## src/rtl/serial_block_collector.sv

```systemverilog
// Serial-to-parallel block collector with a collect buffer and an output holding register.
// Stalls the serial source when a full block waits behind an unconsumed output block.
module serial_block_collector #(
    parameter int WIDTH     = 64,
    parameter bit MSB_FIRST = 1'b1
) (
    input  logic                   clk,
    input  logic                   clear_b,
    input  logic                   serial_in,
    input  logic                   serial_valid,
    output logic                   serial_ready,
    output logic [WIDTH-1:0]       block_out,
    output logic                   block_valid,
    input  logic                   block_ready,
    output logic [$clog2(WIDTH):0] bit_count
);

    localparam int CW = $clog2(WIDTH) + 1;

    typedef enum logic {
        COLLECT = 1'b0,
        STALL   = 1'b1
    } state_t;

    state_t           state, state_nx;
    logic [WIDTH-1:0] col_buf, col_buf_nx, shifted, block_out_nx;
    logic [CW-1:0]    count_nx;
    logic             block_valid_nx;
    logic             bit_acc, blk_acc, out_free;

    // Handshakes: a transfer happens on any rising edge where valid and ready
    // are both high; valid never depends on ready on either side.
    assign serial_ready = (state == COLLECT);
    assign bit_acc      = serial_valid & serial_ready;
    assign blk_acc      = block_valid & block_ready;
    assign out_free     = ~block_valid | blk_acc;

    if (MSB_FIRST) begin : g_msb_first
        assign shifted = {col_buf[WIDTH-2:0], serial_in};
    end else begin : g_lsb_first
        assign shifted = {serial_in, col_buf[WIDTH-1:1]};
    end

    always_comb begin
        state_nx       = state;
        col_buf_nx     = col_buf;
        count_nx       = bit_count;
        block_out_nx   = block_out;
        block_valid_nx = block_valid;
        if (blk_acc) begin
            block_valid_nx = 1'b0;
        end
        case (state)
            COLLECT: begin
                if (bit_acc) begin
                    col_buf_nx = shifted;
                    count_nx   = bit_count + CW'(1);
                    if (bit_count == CW'(WIDTH - 1)) begin
                        if (out_free) begin
                            block_out_nx   = shifted;
                            block_valid_nx = 1'b1;
                            count_nx       = '0;
                        end else begin
                            state_nx = STALL;
                        end
                    end
                end
            end
            STALL: begin
                // A full block is parked in col_buf; it moves out the moment the
                // holding register is consumed, keeping block_valid high.
                if (blk_acc) begin
                    block_out_nx   = col_buf;
                    block_valid_nx = 1'b1;
                    count_nx       = '0;
                    state_nx       = COLLECT;
                end
            end
            default: state_nx = COLLECT;
        endcase
    end

    always_ff @(posedge clk or posedge clear_b) begin
        if (clear_b) begin
            state       <= COLLECT;
            col_buf     <= '0;
            bit_count   <= '0;
            block_out   <= '0;
            block_valid <= 1'b0;
        end else begin
            state       <= state_nx;
            col_buf     <= col_buf_nx;
            bit_count   <= count_nx;
            block_out   <= block_out_nx;
            block_valid <= block_valid_nx;
        end
    end

endmodule

```

## config.mk

```make
export PLATFORM = sky130hd
export DESIGN_NAME = serial_block_collector
export DESIGN_NICKNAME = d
export VERILOG_FILES = /design/src/rtl/serial_block_collector.sv
export SDC_FILE = /design/constraint.sdc
export NUM_CORES = 1
export LEC_CHECK = 0
export BUFFER_PORTS_ARGS = -buffer_cell sky130_fd_sc_hd__buf_2
export CORE_MARGIN = 1.5
export CORE_UTILIZATION = 55
export CTS_CLUSTER_SIZE = 20
export DETAILED_ROUTE_END_ITERATION = 10
export PLACE_DENSITY_LB_ADDON = 0.05
export REMOVE_ABC_BUFFERS = 1
export SLEW_MARGIN = 10
export SYNTH_ARGS = -nofsm -noshare
export SYNTH_HDL_FRONTEND = slang
export SYNTH_SLANG_ARGS = --single-unit
```

## constraint.sdc

```tcl
create_clock -name clk -period 9.1 [get_ports clk]
set_input_delay 0.91 -clock clk [delete_from_list [all_inputs] [get_ports clk]]
set_output_delay 0.91 -clock clk [all_outputs]
set_load 0.01 [all_outputs]
```

==> out/metrics.cfg, run 1 <==
[logic_synthesis]
synth_top_cells_by_area=sky130_fd_sc_hd__dfrtp_1 (57%), sky130_fd_sc_hd__nand2_1 (12%), sky130_fd_sc_hd__a22o_1 (6.4%)
syn_avg_cell_area_um2=10.75
post-synth-top-count-cell=sky130_fd_sc_hd__nand2_1
ys_types=38
ys_seq_elements=137
yosysWarnings=0
postSynth.asyncResetShare_pct=100.0
syn-cell-area_um2=6033
yosysTopAreaCellShare_pct=56.82
ys_seq_area_share_pct=56.82
synthCells=561
count_of_flip_flops_with_a_built_in_enable_after_synthesis=0
synthFlopType=sky130_fd_sc_hd__dfrtp_1
synth.cells.most_frequent=sky130_fd_sc_hd__nand2_1 (197), sky130_fd_sc_hd__dfrtp_1 (137), sky130_fd_sc_hd__a22o_1 (44)
yosys_top_cell_by_area=sky130_fd_sc_hd__dfrtp_1

[power_and_ir_drop]
switchingPower_w=0.0003600
p_total_w=0.001415
switching_share_pct=25.44
ir_drop_uv=104.9
clockPowerShare_pct=45.1
seq_power_share_pct=48.4
power_report.internal_total_w=0.001055
cellPowerDensity_nw_per_um2=205.1
static_leak_nw=3.705
comb_power_share_pct=6.5

[timing]
layout_worst_path_cycle_share_pct=27.89
final_hold_fails=0
worst_pin_slew_ns=1.196
max_freq_mhz=394.0
setup_total_negative_slack_ns=0
finClkSkew_ns=0.009537
min_period_ns=2.538
timing.slew.headroom_pct=20.26
unrepaired_setup_endpoints_after_global_routing=no
hold_slack_ns=0.4775
slew_violations=0
post-route-worst-setup-slack_ns=6.562
finalSetupViolations=0

[route]
final_routed_wire_length_divided_by_cell_count_um=16.86
detail_route.vias_per_cell=5.848
wirelength_mm=12.99
total_via_count_in_the_routed_design=4503
remaining_drc_errors=0
first_pass_drt_iterations=5
detailedRoute.firstIterationViolations=286
detail-route-antenna-nets=0

[global_route]
grtUsageMet2_pct=37.40
grt_pass1_wl_mm=21.10
globalRouteTotalUtil_pct=23.16
most_used_routing_layer_in_global_routing=met2
grtUsageMet3_pct=4.782
grt_max_degree=92
sum_of_overflow_across_all_layers_after_global_routing=0
global_route.usage.met1_pct=31.36
number_of_antenna_violations_at_the_first_check_in_global_routing=0
grt_pass1_vias=4286

[floorplan]
placement_rows=38
core_region_area_um2=10750
floorplan.die.width_um=107.7
dieHeight_um=107.7
die_area_um2=11610
initial_utilization_pct=56.15
io_pins=78

[setup_path]
worst_path_dominant_cell_family=simple AND/OR/NAND/NOR gates
worst_setup_path_start_kind=flip-flop
slowest_stage=sky130_fd_sc_hd__buf_4
critPathBufInv=1
reg2reg_path_depth=5
path_depth=5
timing.critical_path.from=state
rrSetupSlack_ns=6.56
regToRegEndpoint=block_out[53]
cpPeakStageDelay_ns=0.59
crit_chain=nor2b_4 > buf_4 > nand3_1 > o32ai_1 > nor2_1
end_kind=flip-flop
timing_worst_setup_path_type=reg2reg
critPathMaxFanout=71
timing.critical_path.arrival_ns=2.92
crit-reg2reg-launch=state
worst_setup_path_endpoint=block_out[53]
critical_path_required_ns=9.48

[worst_hold_path]
holdCritPathClass=reg2reg

[job]
maxcap_viol_count=0

[placed_design]
gpl.final_weighted_congestion=0.7545
portBuffers=77
preCtsSetupSlack_ns=6.140
hpwlAfterDp_mm=7.181

[clock_tree]
cts_tree=built
clock_tree.htree_level_count=4
post_cts_resize_count=0
clock_sinks=137
clock_tree.buffer_depth=2
cts.clk_slew.worst_paths_ns=0.06
cts_post_setup_buffers_inserted=0
cts.hold.buffers_added=0
insertion_delay_ns=0.51
cts_root_buffer=sky130_fd_sc_hd__clkbuf_8
cts_buffers=17

[run_status]
run_status=finished clean

[layout]
area_growth_pct=14.35
layout.nets=623
post_route_cells_drive_above_1_share_pct=26.35
num_antenna_cells=0
final.fill_count=878

==> registers in the layout, indices dropped and copies added (netlist names) <==
signal       cells
col_buf         64
block_valid      1
state            1
block_out       64
bit_count        7
==> cell families (layout without fill, tap and decap cells) <==
family,Yosys count,in the layout,share of synthesized area [%]
DFF,137,137,56.82
adders and majority gates,1,1,0.2073
AOI/OAI and AO/OA,142,142,21.57
buffers and inverters,49,118,5.620
xor gates and xnor gates,5,5,0.7258
and+or+nand+nor,227,227,15.06
==> how the worst min path moves through the flow <==
stage                     start           to  slack, ns  cells past startpoint
finish              col_buf[63]  col_buf[63]       0.48                      2
detailed placement  col_buf[63]  col_buf[63]       0.46                      2
global placement    col_buf[63]  col_buf[63]       0.46                      2
floorplan           col_buf[63]  col_buf[63]       0.45                      2
global route        col_buf[63]  col_buf[63]       0.52                      2
CTS                 col_buf[63]  col_buf[63]       0.48                      2
==> cell usage in the layout (no fill, tap or decap), types with 3 or more instances in the layout <==
master                       netlist  layout
sky130_fd_sc_hd__a22o_1           44      44
sky130_fd_sc_hd__a221o_2          29      29
sky130_fd_sc_hd__a221o_1          25      25
sky130_fd_sc_hd__o21ai_0           3       3
sky130_fd_sc_hd__buf_2            18      77
sky130_fd_sc_hd__buf_4             0       6
sky130_fd_sc_hd__o2111ai_1         3       3
sky130_fd_sc_hd__clkinvlp_4        0       7
sky130_fd_sc_hd__nand2_1         197     196
sky130_fd_sc_hd__a21oi_1          12      12
sky130_fd_sc_hd__clkbuf_16         0      16
sky130_fd_sc_hd__o32ai_1          10      10
sky130_fd_sc_hd__clkinv_4          0       3
sky130_fd_sc_hd__a22o_2            9       9
sky130_fd_sc_hd__xor2_1            5       5
sky130_fd_sc_hd__clkbuf_8          2       3
sky130_fd_sc_hd__nand3_1           3       3
sky130_fd_sc_hd__dfrtp_1         137     137
sky130_fd_sc_hd__nor2_1           16      16
==> layer usage <==
metal | up-vias | wire, µm
li1 | 2130 | -
met1 | 2238 | 6180
met2 | 126 | 6092
met3 | 9 | 583
met4 | 0 | 129
met5 | - | 0
==> stage by stage <==
stage          area, µm²  cells  util (%)
3_5_place_dp        6335    738     58.95
6_report            6899    770     64.21
2_1_floorplan       5705    515         -
5_1_grt             6899    770     64.21
3_3_place_gp        6335    738     58.95
4_1_cts             6899    770     64.21
==> power by group through the flow <==
stage | Combinational (W) | Clock, W | Sequential [W]
after global routing | 0.000106 | 0.000679 | 0.000690
after global placement | 0.0000909 | 0 | 0.000694
after CTS | 0.0000938 | 0.000652 | 0.000685
final | 0.0000917 | 0.000638 | 0.000685
after detailed placement | 0.0000937 | 0 | 0.000696
after floorplan | 0.0000543 | 0 | 0.000692
==> worst min-delay path, cell delays in order (launching register included) <==
cell and delay [ns]:
sky130_fd_sc_hd__dfrtp_1 0.34, sky130_fd_sc_hd__nand2_1 0.05, sky130_fd_sc_hd__nand2_1 0.06
==> cell type report <==
class	instances	area [µm²]	share of cell area (%)
multi-input combinational	375	2285	33.12
clock inverter	13	122.6	1.777
clock buffer	19	441.7	6.402
sequential	137	3428	49.69
tap	140	175.2	2.539
timing repair buffer	83	430.4	6.239
inverter	3	16.27	0.2358
Power figures use the tool's default switching activity.
==> run 2, diff against run 1 <==
--- a/config.mk
+++ b/config.mk
@@ -5,6 +5,7 @@
 export SDC_FILE = /design/constraint.sdc
 export NUM_CORES = 1
 export LEC_CHECK = 0
+export ABC_AREA = 1
 export BUFFER_PORTS_ARGS = -buffer_cell sky130_fd_sc_hd__buf_2
 export CORE_MARGIN = 1.5
 export CORE_UTILIZATION = 55
==> constraint.sdc (replaced) <==
create_clock -name clk -period 2.6 [get_ports clk]
set_input_delay 0.26 -clock clk [delete_from_list [all_inputs] [get_ports clk]]
set_output_delay 0.26 -clock clk [all_outputs]
set_load 0.01 [all_outputs]
==> out/metrics.cfg, run 2 <==
[placed_design]
portBuffers=77
gpl.final_weighted_congestion=0.7602
hpwlAfterDp_mm=7.734
place_area_um2=6544
dp_cells=942

[global_route]
grt_max_degree=75
grt_pass1_vias=4590
number_of_antenna_violations_at_the_first_check_in_global_routing=0
grt_pass1_wl_mm=21.27
globalRouteTotalUtil_pct=23.31
sum_of_overflow_across_all_layers_after_global_routing=0

[layout]
largest_registers=block_out: 64 flops, col_buf: 64 flops, bit_count: 7 flops
mostFrequentLayoutCell=sky130_fd_sc_hd__nand2_1
final-seq-area_um2=3432
area_growth_pct=15.45
multi_input_combinational_cell_area_um2=2182
utilization_after_layout_pct=65.69
final.fill_count=953
post_route_cells_drive_above_1_share_pct=15.29
layout.nets=830
mostFrequentLayoutCells=sky130_fd_sc_hd__nand2_1 (280), sky130_fd_sc_hd__dfrtp_1 (136), sky130_fd_sc_hd__o21ai_0 (129)
final_cell_count_no_fill=977
design_area_um2=7152
num_antenna_cells=0

[clock_tree]
cts.clk_slew.worst_paths_ns=0.06
clock_sinks=137
cts_root_buffer=sky130_fd_sc_hd__clkbuf_8
clock_tree.buffer_depth=2
cts_post_setup_buffers_inserted=0
cts_tree=built
cts_buffers=17
clock_tree.htree_level_count=4
insertion_delay_ns=0.53

[timing]
min_period_ns=1.988
timing.slew.headroom_pct=53.89
final_hold_fails=0
finClkSkew_ns=0.004943
max_freq_mhz=503.0
unrepaired_setup_endpoints_after_global_routing=no
finalSetupViolations=0
worst_pin_slew_ns=0.6917
slew_violations=0
layout_worst_path_cycle_share_pct=76.46

[setup_path]
worst_setup_path_start_kind=flip-flop
rrSetupSlack_ns=0.61
slowest_stage=sky130_fd_sc_hd__buf_4
cpPeakStageDelay_ns=0.55
crit_chain=ha_1 > nand2_1 > nor2_2 > nand3_1 > nand2_2 > buf_4 > nand3_1 > nand2_1
crit-reg2reg-launch=bit_count[1]
critical_path_required_ns=3.07
timing.critical_path.arrival_ns=2.46
end_kind=flip-flop
reg2reg_path_depth=8
critPathMaxFanout=64
regToRegEndpoint=block_out[40]
timing_worst_setup_path_type=reg2reg

[logic_synthesis]
yosysTopAreaCellShare_pct=55.34
ys_seq_elements=137
post-synth-top-count-cell=sky130_fd_sc_hd__nand2_1
synthCells=764
synth_top_cells_by_area=sky130_fd_sc_hd__dfrtp_1 (55%), sky130_fd_sc_hd__nand2_1 (17%), sky130_fd_sc_hd__o21ai_0 (10%)
postSynth.asyncResetShare_pct=100.0
ys_seq_area_share_pct=55.34
synthFlopType=sky130_fd_sc_hd__dfrtp_1
syn-cell-area_um2=6195
synth.cells.most_frequent=sky130_fd_sc_hd__nand2_1 (282), sky130_fd_sc_hd__dfrtp_1 (137), sky130_fd_sc_hd__o21ai_0 (129)
count_of_flip_flops_with_a_built_in_enable_after_synthesis=0
yosys_top_cell_by_area=sky130_fd_sc_hd__dfrtp_1
yosysWarnings=0
syn_avg_cell_area_um2=8.108
ys_types=19

[power_and_ir_drop]
static_leak_nw=3.703
switchingPower_w=0.001372
clockPowerShare_pct=43.7
power_report.internal_total_w=0.003934
ir_drop_uv=482.0
seq_power_share_pct=45.9
comb_power_share_pct=10.5
cellPowerDensity_nw_per_um2=742.0
switching_share_pct=25.86

[floorplan]
dieHeight_um=109.1
io_pins=78
initial_utilization_pct=56.89
placement_rows=38
die_area_um2=11910
floorplan.die.width_um=109.1
core_region_area_um2=10890

[route]
detail-route-antenna-nets=0
remaining_drc_errors=0
wirelength_mm=12.62
final_routed_wire_length_divided_by_cell_count_um=12.92
first_pass_drt_iterations=5
total_via_count_in_the_routed_design=5017
detail_route.vias_per_cell=5.135
detailedRoute.firstIterationViolations=271

[worst_hold_path]
holdPathStages=4
holdCritPathClass=in2reg
worst_hold_path.endpoint=bit_count[1]
timing.hold.worst.start=serial_valid

[job]
maxcap_viol_count=0

[run_status]
run_status=finished clean

-- run 2: per-stage QoR --
| step | hold WS [ns] | TNS (ns) | setup slack [ns] | total power (W) |
|---|---|---|---|---|
| 3_5_place_dp | 0.3733 | 0 | 0.6447 | 0.003025 |
| 4_1_cts | 0.05518 | 0 | 0.6073 | 0.005348 |
| 2_1_floorplan | 0.4209 | -475.19 | -3.353 | 0.002808 |
| 6_report | 0.06798 | 0 | 0.6119 | 0.005306 |
| 5_1_grt | 0.07545 | 0 | 0.4031 | 0.005563 |
| 3_3_place_gp | 0.3674 | 0 | 0.7070 | 0.002996 |
-- run 2: logic make-up after synthesis --
kind of cell	after synthesis	share of synthesized area, %
buffers and inverters	125	9.594
flip-flops	137	55.34
AO/OA/AOI/OAI	130	10.50
AND/OR/NAND/NOR	371	24.36
adder cells (fa/ha/maj)	1	0.2019
-- run 2: cell type report --
class                      count  share of cell area, %
inverter                      75                  4.006
timing repair buffer          91                  6.963
tap                          140                  2.449
sequential                   137                  47.99
clock inverter                 6                 0.8397
multi-input combinational    502                  30.51
clock buffer                  26                  7.243
-- run 2: timing repair --
item | 4_1_cts | 5_1_grt
hold buffers | 3 | 0
endpoints found under the hold margin | 62 | 0
gates resized for setup | 0 | 0
-- run 2: per-layer routing --
metal | track usage, % | vias up | part of all wire (%)
met5 | 0 | - | 0
met4 | 8.083 | 0 | 1.5
met3 | 7.412 | 14 | 4.3
met2 | 37.99 | 92 | 49
met1 | 29.27 | 2391 | 46
li1 | - | 2520 | -
-- run 2: power groups by stage --
stage               sequential (W)  clock, W  combinational (W)
floorplan                  0.00249         0           0.000321
global placement           0.00245         0           0.000541
detailed placement         0.00247         0           0.000559
CTS                        0.00243   0.00235           0.000566
global route               0.00246   0.00246           0.000646
finish                     0.00243   0.00232           0.000555
-- run 2: how the worst max path moves through the flow --
| stage | startpoint | cells past startpoint | endpoint |
|---|---|---|---|
| 2_1_floorplan | state | 6 | bit_count[3] |
| 6_report | bit_count[1] | 8 | block_out[40] |
| 5_1_grt | bit_count[1] | 8 | block_out[30] |
| 3_5_place_dp | bit_count[1] | 8 | block_out[30] |
| 3_3_place_gp | bit_count[1] | 8 | block_out[29] |
| 4_1_cts | bit_count[0] | 9 | block_out[29] |
-- run 2: worst max-delay path: cells and delay by family, from the launching register on --
kind | cells | cell delay [ns]
AND/OR/NAND/NOR | 6 | 0.81
flip-flops | 1 | 0.38
buffers and inverters | 1 | 0.55
adder cells (fa/ha/maj) | 1 | 0.17
==> run 3, diff against run 2 <==
==> constraint.sdc (replaced) <==
create_clock -name clk -period 2 [get_ports clk]
set_input_delay 0.2 -clock clk [delete_from_list [all_inputs] [get_ports clk]]
set_output_delay 0.2 -clock clk [all_outputs]
set_load 0.01 [all_outputs]
==> out/metrics.cfg, run 3 (synthesized netlist as in run 2, its figures left out) <==
[clock_tree]
post_cts_resize_count=0
cts.hold.buffers_added=3
clock_sinks=137
cts_buffers=17
clock_tree.buffer_depth=2
cts_tree=built
insertion_delay_ns=0.53
cts.clk_slew.worst_paths_ns=0.06
cts_root_buffer=sky130_fd_sc_hd__clkbuf_8
clock_tree.htree_level_count=4
cts_post_setup_buffers_inserted=0

[route]
detailedRoute.firstIterationViolations=337
wirelength_mm=12.68
total_via_count_in_the_routed_design=5021
detail-route-antenna-nets=0
detail_route.vias_per_cell=5.134
final_routed_wire_length_divided_by_cell_count_um=12.96
remaining_drc_errors=0
first_pass_drt_iterations=5

[timing]
setup_total_negative_slack_ns=0
hold_slack_ns=0.2614
finalSetupViolations=0
unrepaired_setup_endpoints_after_global_routing=no
finClkSkew_ns=0.005601
worst_pin_slew_ns=0.4738
final_hold_fails=0
layout_worst_path_cycle_share_pct=88.63
timing.slew.headroom_pct=68.42
slew_violations=0
min_period_ns=1.773
post-route-worst-setup-slack_ns=0.2275
max_freq_mhz=564.2

[layout]
final.fill_count=939
area_growth_pct=16.89
design_area_um2=7241
post_route_cells_drive_above_1_share_pct=15.63
mostFrequentLayoutCells=sky130_fd_sc_hd__nand2_1 (280), sky130_fd_sc_hd__dfrtp_1 (136), sky130_fd_sc_hd__o21ai_0 (129)
largest_registers=block_out: 64 flops, col_buf: 64 flops, bit_count: 7 flops
num_antenna_cells=0
layout.nets=831
mostFrequentLayoutCell=sky130_fd_sc_hd__nand2_1
utilization_after_layout_pct=66.50

[floorplan]
die_area_um2=11910
initial_utilization_pct=56.89
floorplan.die.width_um=109.1
io_pins=78
core_region_area_um2=10890
dieHeight_um=109.1
placement_rows=38

[global_route]
sum_of_overflow_across_all_layers_after_global_routing=0
globalRouteTotalUtil_pct=23.70
number_of_antenna_violations_at_the_first_check_in_global_routing=0
grt_pass1_vias=4743
grt_max_degree=132
grt_pass1_wl_mm=21.95

[setup_path]
reg2reg_path_depth=8
regToRegEndpoint=block_out[3]
crit-reg2reg-launch=bit_count[1]
end_kind=flip-flop
slowest_stage=sky130_fd_sc_hd__dfrtp_1
rrSetupSlack_ns=0.23
cpPeakStageDelay_ns=0.38
timing.critical_path.arrival_ns=2.24
worst_setup_path_start_kind=flip-flop
critPathMaxFanout=38
timing_worst_setup_path_type=reg2reg
critical_path_required_ns=2.46
crit_chain=ha_1 > nand2_1 > nor2_2 > nand3_1 > nand2_2 > buf_4 > nand3_1 > nand2_1

[placed_design]
portBuffers=77
place_area_um2=6601
preCtsSetupSlack_ns=0.2638
hpwlAfterDp_mm=7.711
gpl.final_weighted_congestion=0.7666

[worst_hold_path]
holdPathStages=5
timing.hold.worst.start=serial_valid
worst_hold_path.endpoint=bit_count[1]
holdCritPathClass=in2reg

[power_and_ir_drop]
cellPowerDensity_nw_per_um2=976.2
static_leak_nw=3.753
ir_drop_uv=628.2

[run_status]
run_status=finished clean

[job]
maxcap_viol_count=0

==> run 3: changes by cell type in the layout (fill, tap and decap cells not counted), moves of 2 or more <==
| cell | delta |
|---|---|
| sky130_fd_sc_hd__buf_12 | +4 |
| sky130_fd_sc_hd__clkbuf_1 | -2 |
| sky130_fd_sc_hd__clkinv_2 | +2 |
| sky130_fd_sc_hd__clkinvlp_4 | -2 |
| sky130_fd_sc_hd__buf_4 | -3 |
==> run 3: critical path, delay by kind of cell, from the launching register on <==
| family | cells | cell delay, ns |
|---|---|---|
| adder cells (fa/ha/maj) | 1 | 0.18 |
| buffers and inverters | 1 | 0.38 |
| flip-flops | 1 | 0.38 |
| AND/OR/NAND/NOR | 6 | 0.76 |
==> run 3: through the flow <==
stage	power (W)	cells
detailed placement	0.003944	943
global route	0.007404	978
floorplan	0.003650	714
finish	0.007068	978
global placement	0.003904	943
CTS	0.007124	978
==> run 3: metal layers <==
metal | routed length, µm | share of wire [%] | track usage, %
met1 | 5777 | 46 | 30.13
met2 | 6201 | 49 | 39.24
met4 | 165 | 1.3 | 9.680
met3 | 532 | 4.2 | 5.260
met5 | 0 | 0 | 0
==> run 3: worst max path at each step <==
stage | end | start | cells after the start | slack, ns
3_5_place_dp | block_out[43] | bit_count[1] | 8 | 0.26
2_1_floorplan | bit_count[3] | state | 6 | -3.95
5_1_grt | block_out[3] | bit_count[1] | 8 | 0.07
4_1_cts | block_out[3] | bit_count[1] | 8 | 0.23
6_report | block_out[3] | bit_count[1] | 8 | 0.23
3_3_place_gp | block_out[39] | bit_count[1] | 8 | 0.32
==> run 3: power by group <==
group | leakage [nW] | internal [W] | switching (W)
Combinational | 1.57 | 0.000265 | 0.000478
Sequential | 1.88 | 0.00298 | 0.000175
Clock | 0.310 | 0.00203 | 0.00114
==> run 3: cell type report <==
cell class | instances | area, µm² | area share [%]
Tap cell | 140 | 175.2 | 2.419
Timing Repair Buffer | 92 | 555.5 | 7.672
Inverter | 75 | 286.5 | 3.957
Clock inverter | 7 | 85.08 | 1.175
Sequential cell | 137 | 3432 | 47.40
Clock buffer | 25 | 524.3 | 7.240
Multi-Input combinational cell | 502 | 2182 | 30.14
